File: src/rtl/sram_arb_pkg.sv
// Shared types and default bus widths for the SRAM port arbiter and the
// pipeline blocks around it.
package sram_arb_pkg;

    localparam int ADDR_W = 16;
    localparam int DATA_W = 128;

    typedef enum logic {
        READ  = 1'b0,
        WRITE = 1'b1
    } sram_op_t;

    typedef enum logic {
        IDLE   = 1'b0,
        LOCKED = 1'b1
    } arb_state_t;

    function automatic int unsigned wrap_inc(int unsigned idx, int unsigned n);
        return (idx + 32'd1 >= n) ? 32'd0 : idx + 32'd1;
    endfunction

endpackage

File: src/rtl/sram_port_arbiter_if.sv
// Requester-side bus and SRAM-side bus of the port arbiter.
interface sram_port_arbiter_if #(
    parameter int NUM_REQ = 4,
    parameter int ADDR_W  = sram_arb_pkg::ADDR_W,
    parameter int DATA_W  = sram_arb_pkg::DATA_W
);
    logic [NUM_REQ-1:0]        req;
    logic [NUM_REQ-1:0]        we;
    logic [NUM_REQ-1:0]        lock;
    logic [NUM_REQ*ADDR_W-1:0] addr;
    logic [NUM_REQ*DATA_W-1:0] wdata;
    logic [NUM_REQ-1:0]        gnt;
    logic [NUM_REQ-1:0]        rvalid;
    logic [DATA_W-1:0]         rdata;
    logic                      busy;

    modport master (output req, we, lock, addr, wdata, input gnt, rvalid, rdata, busy);
    modport slave  (input req, we, lock, addr, wdata, output gnt, rvalid, rdata, busy);
endinterface

interface sram_mem_if #(
    parameter int ADDR_W = sram_arb_pkg::ADDR_W,
    parameter int DATA_W = sram_arb_pkg::DATA_W
);
    logic              mem_we;
    logic [ADDR_W-1:0] mem_waddr;
    logic [DATA_W-1:0] mem_wdata;
    logic [ADDR_W-1:0] mem_raddr;
    logic [DATA_W-1:0] mem_rdata;

    modport master (output mem_we, mem_waddr, mem_wdata, mem_raddr, input mem_rdata);
    modport slave  (input mem_we, mem_waddr, mem_wdata, mem_raddr, output mem_rdata);
endinterface

File: src/rtl/sram_port_arbiter_rr_pick.sv
// Combinational round-robin picker: first requester at or after rr_ptr, wrapping.
module rr_pick #(
    parameter int  NUM_REQ = 4,
    localparam int PTR_W   = $clog2(NUM_REQ),
    localparam int CW      = PTR_W + 1
) (
    input  logic [NUM_REQ-1:0] req,
    input  logic [PTR_W-1:0]   rr_ptr,
    output logic [NUM_REQ-1:0] gnt,
    output logic [PTR_W-1:0]   winner,
    output logic               any
);
    logic [CW-1:0] cand;

    always_comb begin
        gnt    = '0;
        winner = '0;
        any    = 1'b0;
        cand   = '0;
        for (int k = 0; k < NUM_REQ; k++) begin
            cand = {1'b0, rr_ptr} + CW'(k);
            if (cand >= CW'(NUM_REQ)) begin
                cand = cand - CW'(NUM_REQ);
            end
            if (!any && req[cand[PTR_W-1:0]]) begin
                any                    = 1'b1;
                winner                 = cand[PTR_W-1:0];
                gnt[cand[PTR_W-1:0]]   = 1'b1;
            end
        end
    end

endmodule

File: src/rtl/sram_port_arbiter.sv
// Shares one sram_2R1W write port and read port 1 between NUM_REQ requesters,
// one transfer per clock, with optional lock for bursts and pipelined read return.
//
//   state  | meaning
//   IDLE   | round-robin arbitration from rr_ptr
//   LOCKED | owner alone may transfer; a cycle without req[owner] releases
module sram_port_arbiter
    import sram_arb_pkg::*;
#(
    parameter int NUM_REQ      = 4,
    parameter int ADDR_W       = sram_arb_pkg::ADDR_W,
    parameter int DATA_W       = sram_arb_pkg::DATA_W,
    parameter int READ_LATENCY = 1
) (
    input  logic               clock,
    input  logic               rst,
    sram_port_arbiter_if.slave rq,
    sram_mem_if.master         mem
);
    localparam int PTR_W = $clog2(NUM_REQ);

    arb_state_t              state_q, state_d;
    logic [PTR_W-1:0]        rr_ptr_q, rr_ptr_d;
    logic [PTR_W-1:0]        owner_q, owner_d;
    logic [READ_LATENCY-1:0] pipe_vld_q, pipe_vld_d;
    logic [PTR_W-1:0]        pipe_id_q [READ_LATENCY];
    logic [PTR_W-1:0]        pipe_id_d [READ_LATENCY];
    logic [ADDR_W-1:0]       waddr_q, waddr_d;
    logic [DATA_W-1:0]       wdata_q, wdata_d;

    logic [NUM_REQ-1:0] pick_gnt, gnt;
    logic [PTR_W-1:0]   pick_idx, sel;
    logic               pick_any, xfer, wr, rd;
    sram_op_t           op;
    logic [ADDR_W-1:0]  sel_addr;
    logic [DATA_W-1:0]  sel_wdata;

    rr_pick #(.NUM_REQ(NUM_REQ)) u_pick (
        .req    (rq.req),
        .rr_ptr (rr_ptr_q),
        .gnt    (pick_gnt),
        .winner (pick_idx),
        .any    (pick_any)
    );

    always_comb begin
        sel  = pick_idx;
        gnt  = pick_gnt;
        xfer = pick_any;
        if (state_q == LOCKED) begin
            sel          = owner_q;
            gnt          = '0;
            gnt[owner_q] = rq.req[owner_q];
            xfer         = rq.req[owner_q];
        end
        if (rst) begin
            gnt  = '0;
            xfer = 1'b0;
        end
        op        = rq.we[sel] ? WRITE : READ;
        wr        = xfer && (op == WRITE);
        rd        = xfer && (op == READ);
        sel_addr  = rq.addr[int'(sel)*ADDR_W +: ADDR_W];
        sel_wdata = rq.wdata[int'(sel)*DATA_W +: DATA_W];
    end

    always_comb begin
        state_d    = state_q;
        owner_d    = owner_q;
        rr_ptr_d   = rr_ptr_q;
        waddr_d    = waddr_q;
        wdata_d    = wdata_q;
        pipe_vld_d = pipe_vld_q;
        pipe_id_d  = pipe_id_q;
        for (int s = READ_LATENCY - 1; s > 0; s--) begin
            pipe_vld_d[s] = pipe_vld_q[s-1];
            pipe_id_d[s]  = pipe_id_q[s-1];
        end
        pipe_vld_d[0] = rd;
        pipe_id_d[0]  = sel;

        if (xfer) begin
            rr_ptr_d = PTR_W'(wrap_inc(32'(sel), NUM_REQ));
            if (rq.lock[sel]) begin
                state_d = LOCKED;
                owner_d = sel;
            end else begin
                state_d = IDLE;
            end
            if (wr) begin
                waddr_d = sel_addr;
                wdata_d = sel_wdata;
            end
        end else if (state_q == LOCKED) begin
            // owner let go of req: release without a transfer
            state_d  = IDLE;
            rr_ptr_d = PTR_W'(wrap_inc(32'(owner_q), NUM_REQ));
        end
    end

    always_comb begin
        rq.gnt        = gnt;
        rq.rdata      = mem.mem_rdata;
        rq.busy       = !rst && ((state_q == LOCKED) || (|pipe_vld_q));
        rq.rvalid     = '0;
        if (!rst && pipe_vld_q[READ_LATENCY-1]) begin
            rq.rvalid[pipe_id_q[READ_LATENCY-1]] = 1'b1;
        end
        mem.mem_we    = wr;
        mem.mem_waddr = wr ? sel_addr : waddr_q;
        mem.mem_wdata = wr ? sel_wdata : wdata_q;
        mem.mem_raddr = sel_addr;
    end

    always_ff @(posedge clock) begin
        if (rst) begin
            state_q    <= IDLE;
            rr_ptr_q   <= '0;
            owner_q    <= '0;
            pipe_vld_q <= '0;
            waddr_q    <= '0;
            wdata_q    <= '0;
        end else begin
            state_q    <= state_d;
            rr_ptr_q   <= rr_ptr_d;
            owner_q    <= owner_d;
            pipe_vld_q <= pipe_vld_d;
            waddr_q    <= waddr_d;
            wdata_q    <= wdata_d;
        end
        pipe_id_q <= pipe_id_d;
    end

endmodule

File: src/flat_wrapper.sv
// flat-port wrapper written by rule: the top's interface ports become plain ports
module sram_port_arbiter_flat import sram_arb_pkg::*;
#(
    parameter int NUM_REQ      = 4,
    parameter int ADDR_W       = sram_arb_pkg::ADDR_W,
    parameter int DATA_W       = sram_arb_pkg::DATA_W,
    parameter int READ_LATENCY = 1
)
  (clock, rst, rq_req, rq_we, rq_lock, rq_addr, rq_wdata, rq_gnt, rq_rvalid, rq_rdata, rq_busy, mem_mem_we, mem_mem_waddr, mem_mem_wdata, mem_mem_raddr, mem_mem_rdata);
  sram_port_arbiter_if #(.NUM_REQ(NUM_REQ), .ADDR_W(ADDR_W), .DATA_W(DATA_W)) rq_i ();
  sram_mem_if #(.ADDR_W(ADDR_W), .DATA_W(DATA_W)) mem_i ();
  input  logic clock;
  input  logic rst;
  input wire logic [$bits(rq_i.req)-1:0] rq_req;
  input wire logic [$bits(rq_i.we)-1:0] rq_we;
  input wire logic [$bits(rq_i.lock)-1:0] rq_lock;
  input wire logic [$bits(rq_i.addr)-1:0] rq_addr;
  input wire logic [$bits(rq_i.wdata)-1:0] rq_wdata;
  output wire logic [$bits(rq_i.gnt)-1:0] rq_gnt;
  output wire logic [$bits(rq_i.rvalid)-1:0] rq_rvalid;
  output wire logic [$bits(rq_i.rdata)-1:0] rq_rdata;
  output wire logic [$bits(rq_i.busy)-1:0] rq_busy;
  output wire logic [$bits(mem_i.mem_we)-1:0] mem_mem_we;
  output wire logic [$bits(mem_i.mem_waddr)-1:0] mem_mem_waddr;
  output wire logic [$bits(mem_i.mem_wdata)-1:0] mem_mem_wdata;
  output wire logic [$bits(mem_i.mem_raddr)-1:0] mem_mem_raddr;
  input wire logic [$bits(mem_i.mem_rdata)-1:0] mem_mem_rdata;
  assign rq_i.req = rq_req;
  assign rq_i.we = rq_we;
  assign rq_i.lock = rq_lock;
  assign rq_i.addr = rq_addr;
  assign rq_i.wdata = rq_wdata;
  assign rq_gnt = rq_i.gnt;
  assign rq_rvalid = rq_i.rvalid;
  assign rq_rdata = rq_i.rdata;
  assign rq_busy = rq_i.busy;
  assign mem_mem_we = mem_i.mem_we;
  assign mem_mem_waddr = mem_i.mem_waddr;
  assign mem_mem_wdata = mem_i.mem_wdata;
  assign mem_mem_raddr = mem_i.mem_raddr;
  assign mem_i.mem_rdata = mem_mem_rdata;
  sram_port_arbiter #(.NUM_REQ(NUM_REQ), .ADDR_W(ADDR_W), .DATA_W(DATA_W), .READ_LATENCY(READ_LATENCY)) u_core (.clock(clock), .rst(rst), .rq(rq_i), .mem(mem_i));
endmodule
File: config.mk
export PLATFORM = sky130hd
export DESIGN_NAME = sram_port_arbiter_flat
export DESIGN_NICKNAME = d
export VERILOG_FILES = /design/src/rtl/sram_arb_pkg.sv /design/src/rtl/sram_port_arbiter_if.sv /design/src/rtl/sram_port_arbiter_rr_pick.sv /design/src/rtl/sram_port_arbiter.sv /design/src/flat_wrapper.sv
export SDC_FILE = /design/constraint.sdc
export NUM_CORES = 1
export LEC_CHECK = 0
export ABC_AREA = 1
export CAP_MARGIN = 20
export CELL_PAD_IN_SITES_DETAIL_PLACEMENT = 1
export CELL_PAD_IN_SITES_GLOBAL_PLACEMENT = 1
export CORE_AREA = 2 2 397 399
export DETAILED_ROUTE_END_ITERATION = 8
export DIE_AREA = 0 0 399 401
export GPL_TIMING_DRIVEN = 0
export PLACE_DENSITY = 0.5
export SLEW_MARGIN = 20
export SYNTH_ARGS = -nofsm -noshare
export SYNTH_HDL_FRONTEND = slang
export SYNTH_SLANG_ARGS = --single-unit
File: constraint.sdc
create_clock -name clock -period 6.4 [get_ports clock]
set_input_delay 1.28 -clock clock [delete_from_list [all_inputs] [get_ports clock]]
set_output_delay 1.28 -clock clock [all_outputs]
set_load 0.02 [all_outputs]
Yosys cells after proc, flatten, opt, wreduce, memory -nomap -nowiden
Cells that the tools add are included.
Word-level totals
  output and inout port bits: 298
  logic and storage cells: 120
  input bits: 718
  flip-flop bits (word level): 152
Operators by class
  reductions and logical operators: 21
  bitwise gates (word level): 6
  shifts and indexed selects: 2
  add/subtract/negate cells: 9
  multiplexer cells: 56
  $lt $le $gt $ge: 19
Operator list (number)
  variable part select 512 x 10 -> 128 bit: 1
  2-to-1 mux 128 bit: 1
  variable part select 64 x 7 -> 16 bit: 1
  2-to-1 mux 4 bit: 7
  2-to-1 mux 2 bit: 13
  < comparator 2 x 3 -> 1 bit, second input constant: 7
  2-to-1 mux 1 bit: 21
  2-to-1 mux 16 bit: 1
  greater-or-equal comparator 3 bit, second input constant: 5
  binary-select mux 1 bit (select 2 bit): 7
  logical AND 1 bit: 13
  demux 1 bit (select 2 bit): 6
  greater-or-equal comparator 2 x 1 -> 1 bit, second input constant: 6
  bitwise OR 4 bit: 3
  adder 2 x 1 -> 3 bit, second input constant: 3
  subtractor 2 x 1 -> 2 bit, second input constant: 4
  adder 2 x 2 -> 3 bit, second input constant: 2
  AND 4 bit: 1
  logical NOT 1 bit: 4
  greater-or-equal comparator 2 x 3 -> 1 bit, second input constant: 1
  NOT 1 bit: 2
  AND reduction 2 bit: 1
  nonzero test 2 bit: 1
  OR reduction 2 bit: 1
  logical OR 1 bit: 1

Longest topological paths before layout
  depth in word-level cells: 20
  gate-level depth with buffers: 20
  mapped depth without buffers: 17

By module
Synthesis repeated with hierarchy kept, for this count alone.
Unflattened totals
  cells, all modules: 2573
  area, all modules: 13415.4 µm²
Modules (own cells, without submodules)
  sram_port_arbiter: sequential area each 3042.9 µm², instances 1, area an instance 12974.9 µm², cells an instance 2499
  rr_pick: sequential area each 0.0 µm², instances 1, area an instance 440.4 µm², cells an instance 74

Worst setup path before layout
Ideal clock, no wire load.
  path type: in2out
  from: in rq_req[1]
  to: out mem_mem_waddr[2]
  setup slack: 2.133 ns
  data required time: 5.120 ns
  stages: 16
  path buffers: 2
  data arrival time: 2.987 ns
  cell sequence: inv_1 -> nand2_1 -> nand3_2 -> nand2_4 -> inv_2 -> nand4_2 -> nand2_1 -> nand3_2 -> nand2_4 -> buf_2 -> buf_2 -> nand2_1 -> nand3_1 -> nand2_1 -> o21ai_1 -> inv_1
Between the ends
  elaborated cells on any way between the ends: 33
  those cells by class: shift: 1; mux: 25; reduce/logical: 7
RTL lines
  start: declaration: RTL line flat_wrapper.sv:14  | input wire logic [$bits(rq_i.req)-1:0] rq_req;
  binary-select mux 1 bit (select 2 bit): RTL line sram_port_arbiter_rr_pick.sv:25  | if (!any && req[cand[PTR_W-1:0]]) begin
  2-to-1 mux 1 bit (implied by the code): RTL line sram_port_arbiter_rr_pick.sv:25
  2-to-1 mux 1 bit: RTL line sram_port_arbiter_rr_pick.sv:25
  logical NOT 1 bit: RTL line sram_port_arbiter_rr_pick.sv:25
  logical AND 1 bit: RTL line sram_port_arbiter_rr_pick.sv:25
  2-to-1 mux 1 bit: RTL line sram_port_arbiter_rr_pick.sv:25
  logical NOT 1 bit: RTL line sram_port_arbiter_rr_pick.sv:25
  logical AND 1 bit: RTL line sram_port_arbiter_rr_pick.sv:25
  2-to-1 mux 1 bit: RTL line sram_port_arbiter_rr_pick.sv:25
  logical NOT 1 bit: RTL line sram_port_arbiter_rr_pick.sv:25
  logical AND 1 bit: RTL line sram_port_arbiter_rr_pick.sv:25
  2-to-1 mux 2 bit *: RTL line sram_port_arbiter_rr_pick.sv:25
  2-to-1 mux 2 bit *: RTL line sram_port_arbiter.sv:50  | if (state_q == LOCKED) begin
  variable part select 64 x 7 -> 16 bit *: RTL line sram_port_arbiter.sv:63  | sel_addr = rq.addr[int'(sel)*ADDR_W +: ADDR_W];
  via mem_mem_raddr[2]: RTL line flat_wrapper.sv:26  | output wire logic [$bits(mem_i.mem_raddr)-1:0] mem_mem_raddr;
  2-to-1 mux 16 bit *: RTL line sram_port_arbiter.sv:110  | mem.mem_waddr = wr ? sel_addr : waddr_q;
  end: declaration: RTL line flat_wrapper.sv:24  | output wire logic [$bits(mem_i.mem_waddr)-1:0] mem_mem_waddr;
Mark *: on every way through the listed nets, which the timed path passes. The rest lies on a longest branch. The select of a mux whose other input is x is not followed.

Worst setup path after layout
  from: in rq_req[2]
  to: out mem_mem_waddr[13]
Between the ends
  word-level cells in the longest chain between the ends: 18
  elaborated cells on any way between the ends: 33
  those cells by class: shift: 1; mux: 25; reduce/logical: 7
Ends and longest elaborated chain (RTL line)
  branches (longest 17 deep; another with binary-select mux 1 bit (select 2 bit))
  2-to-1 mux 16 bit *: sram_port_arbiter.sv:110
Mark *: on every way between the ends. The select of a mux whose other input is x is not followed.

==> run metrics <==
R2R setup slack 2.56 ns; row count 145; FF/Latch Area 0.00304 mm^2; worst r2r src u_core.rr_ptr_q[1]; Top Ports 1016; Detail Placement HPWL roughly 120000 um; initial antenna violation count between 40 and 50; root buf cell clkbuf_16; Ys Warns 0; CTS tree yes; leakage power around 13 nW; synthesized area per cell 5.48 um^2; area delta synth->final 86.7%; vias in the first global route 20700; antenna-violating nets left 0; Worst Path Buf+Inv 8; placed cell area 0.0261 mm^2; Crit path depth 18; slowest stage cell, crit path clkdlybuf4s50_1; CP arrival 4.92 ns; Tightest Pin Transition 0.953 ns; GRT Total Usage 0.163; register bit total from synthesis 152; count of input and output buffers 887; Worst Reg-to-Reg Cells 18; hold depth 4; Min Clock Period, post-route 6.20 ns; Worst-Skew Late Latency between 0.5 and 0.6 ns; drt first pass iters 5; dominant synthesized flop cell dfxtp_1; drt via density 3.57; clock buffer depth 2; Layout Nets 4281; CP required ~5 ns; Peak Freq between 0.15 and 0.2 GHz; hold crit path type reg -> reg; die width roughly 400 um; Distinct cells, synth 33; Worst Min Path Start u_core.wdata_q[3]; initial DRC count between 900 and 1000; Final Slew Violations 0; WS Path Type in -> out; GPL Wtd Cong 0.845; max_slew headroom 0.365; GR Overflow Total 0; first-pass GRT wire length 176000 um; register area share after synthesis 0.211; Clock Pin Slew Worst Setup and Hold Paths 0.08 ns; status complete, no violations; final critical-path share of the clock period 0.968; Post-Syn Area 0.0144 mm^2; WHS Endpoint u_core.wdata_q[3]; initial core utilization 0.0928; final non-filler cell area ~0.027 mm^2; Core Area 0.156 mm^2; setup violators final 0; Hold Buf Count CTS 0; area of the multi-input gates just under 0.008 mm^2; power per cell area roughly 730 mW/mm^2; Setup crit start kind input port; Syn Inst Count roughly 2600; final total power 0.0196 W; DRC 0; CP most frequent cell nand2_1; syn nets 3366; number of synthesized flops with an enable pin 0; die area 0.160 mm^2; CP max FO 10; Synth async-reset ratio 0; CP startpoint rq_req[2]; Final Skew 0.0198 ns; final hold vios 0; largest net degree at the start of global routing 17; Die Y 401 um; Peak VDD IR 0.370 mV; CTS Sinks 152; family with the most delay on the worst path buffers and inverters; H-tree Lvls 4; max_cap viols 0; Num CTS Buffers 17; CP Capture Type primary output; reg2reg end u_core.owner_q[0]; Total Routed Length 133000 um; RSZ-0062 raised after global routing yes; FILL cells 19200; crit-path cells clkdlybuf4s50_1 -> inv_1 -> nand2_1 -> nand3_2 -> nand2_4 -> inv_2 -> nand4_2 -> nand2_1 -> nand3_2 -> buf_6 -> clkbuf_2 -> buf_16 -> nand3b_1 -> nand3_4 -> nand2_1 -> o21ai_1 -> inv_1 -> clkdlybuf4s50_1; total number of vias 20100; Worst path max stage delay 0.59 ns; layout cells sized above 1 0.0991; routed length per instance 23.7 um
==> final cells by class <==
class                      instances  area share
antenna                           18     0.00167
buffer                           306      0.0731
clock buffer                      19      0.0164
clock inverter                    13     0.00441
inverter                         462      0.0645
multi-input combinational       1715       0.293
sequential                       152       0.113
tap                             2058      0.0955
timing repair buffer             896       0.338
==> worst register-to-register path: cells and delay by family, from the launching register on <==
kind | cells | cell delay (ns)
AOI/OAI and AO/OA | 1 | 0.71
DFF | 1 | 0.59
buffers and inverters | 4 | 0.84
adders and majority gates | 1 | 0.38
and+or+nand+nor | 12 | 1.21
==> repair_timing <==
action                                  in CTS  in global routing
pin swaps                                    1                  0
gates resized for setup                     29                 67
setup buffers                                2                  0
endpoints found under the setup margin     149                119
==> synthesized netlist by cell type, types with 2 or more instances <==
cell type	number	area, um^2
a21oi_1	14	70.1
a221oi_1	2	17.5
a22oi_1	2	15.0
buf_1	32	120
buf_2	83	415
buf_4	137	1030
buf_6	4	45.0
clkbuf_1	49	184
dfxtp_1	152	3040
ha_1	13	163
inv_1	434	1630
inv_2	27	101
nand2_1	908	3410
nand2_4	3	33.8
nand3_1	298	1490
nand3_2	6	60.1
nand3b_1	145	1090
nand4_1	6	37.5
nor2_1	147	552
nor3_1	4	20.0
o21ai_0	15	75.1
o21ai_1	134	671
o21ai_2	10	87.6
==> sequential cells by signal, indices dropped and copies added (netlist names) <==
signal / cells
u_core.wdata_q: 128
u_core.waddr_q: 16
u_core.owner_q: 2
u_core.pipe_id_q: 2
u_core.rr_ptr_q: 2
u_core.pipe_vld_q: 1
u_core.state_q: 1
==> metal layers <==
metal / up-vias / global-route usage / wire length [um]
met5: - / 0 / 138
met4: 22 / 0.0265 / 2090
met3: 97 / 0.0396 / 8990
met2: 705 / 0.281 / 64700
met1: 9596 / 0.205 / 57500
li1: 9718 / - / -
==> power breakdown <==
group          leakage, nW  internal, W  switching (W)
sequential            1.25      0.00125      0.0000896
clock                0.266     0.000547       0.000526
combinational         11.7      0.00556         0.0116
total                 13.2      0.00736         0.0122
==> how the worst max path moves through the flow <==
stage	end	slack, ns
2_1_floorplan	mem_mem_waddr[2]	2.13
3_3_place_gp	mem_mem_waddr[13]	-1.26
3_5_place_dp	mem_mem_waddr[13]	-1.26
4_1_cts	mem_mem_waddr[5]	0.003
5_1_grt	mem_mem_wdata[34]	-0.07
6_report	mem_mem_waddr[13]	0.20
==> cell families (layout without fill, tap and decap cells) <==
group,after synthesis,count (layout),share of synthesized area
AO/OA/AOI/OAI,180,180,0.0663
XOR/XNOR,1,1,0.000606
adder cells (fa/ha/maj),13,13,0.0113
buffers and inverters,768,1696,0.245
flip-flops,152,152,0.211
other,0,18,0
AND/OR/NAND/NOR,1521,1521,0.466
==> cell usage in the layout, fill, tap and decap left out, types with 9 or more instances in the layout <==
| master | synthesis | routed |
|---|---|---|
| o21ai_1 | 134 | 133 |
| clkdlybuf4s50_1 | 0 | 875 |
| inv_2 | 27 | 27 |
| nand2_1 | 908 | 903 |
| dlymetal6s2s_1 | 0 | 12 |
| buf_1 | 32 | 25 |
| ha_1 | 13 | 13 |
| clkbuf_2 | 1 | 24 |
| buf_2 | 83 | 63 |
| clkbuf_16 | 0 | 17 |
| inv_1 | 434 | 434 |
| o21ai_0 | 15 | 15 |
| dfxtp_1 | 152 | 152 |
| buf_4 | 137 | 140 |
| a21oi_1 | 14 | 14 |
| nand3_1 | 298 | 297 |
| clkbuf_1 | 49 | 27 |
| diode_2 | 0 | 18 |
| o21ai_2 | 10 | 11 |
| nor2_1 | 147 | 147 |
| nand3b_1 | 145 | 145 |
| clkbuf_4 | 0 | 14 |
| buf_6 | 4 | 9 |
==> metrics by stage <==
step	hold slack (ns)	TNS [ns]	cells	setup slack (ns)	util
floorplan	0.512	0	2635	2.13	-
detailed placement	0.537	-37.63	5587	-1.26	0.168
global route	0.585	-0.715	5623	-0.0697	0.173
global placement	0.527	-40.27	5580	-1.26	0.166
finish	0.549	0	5639	0.204	0.173
CTS	0.549	0	5621	0.00274	0.172
Power figures use the tool's default switching activity.
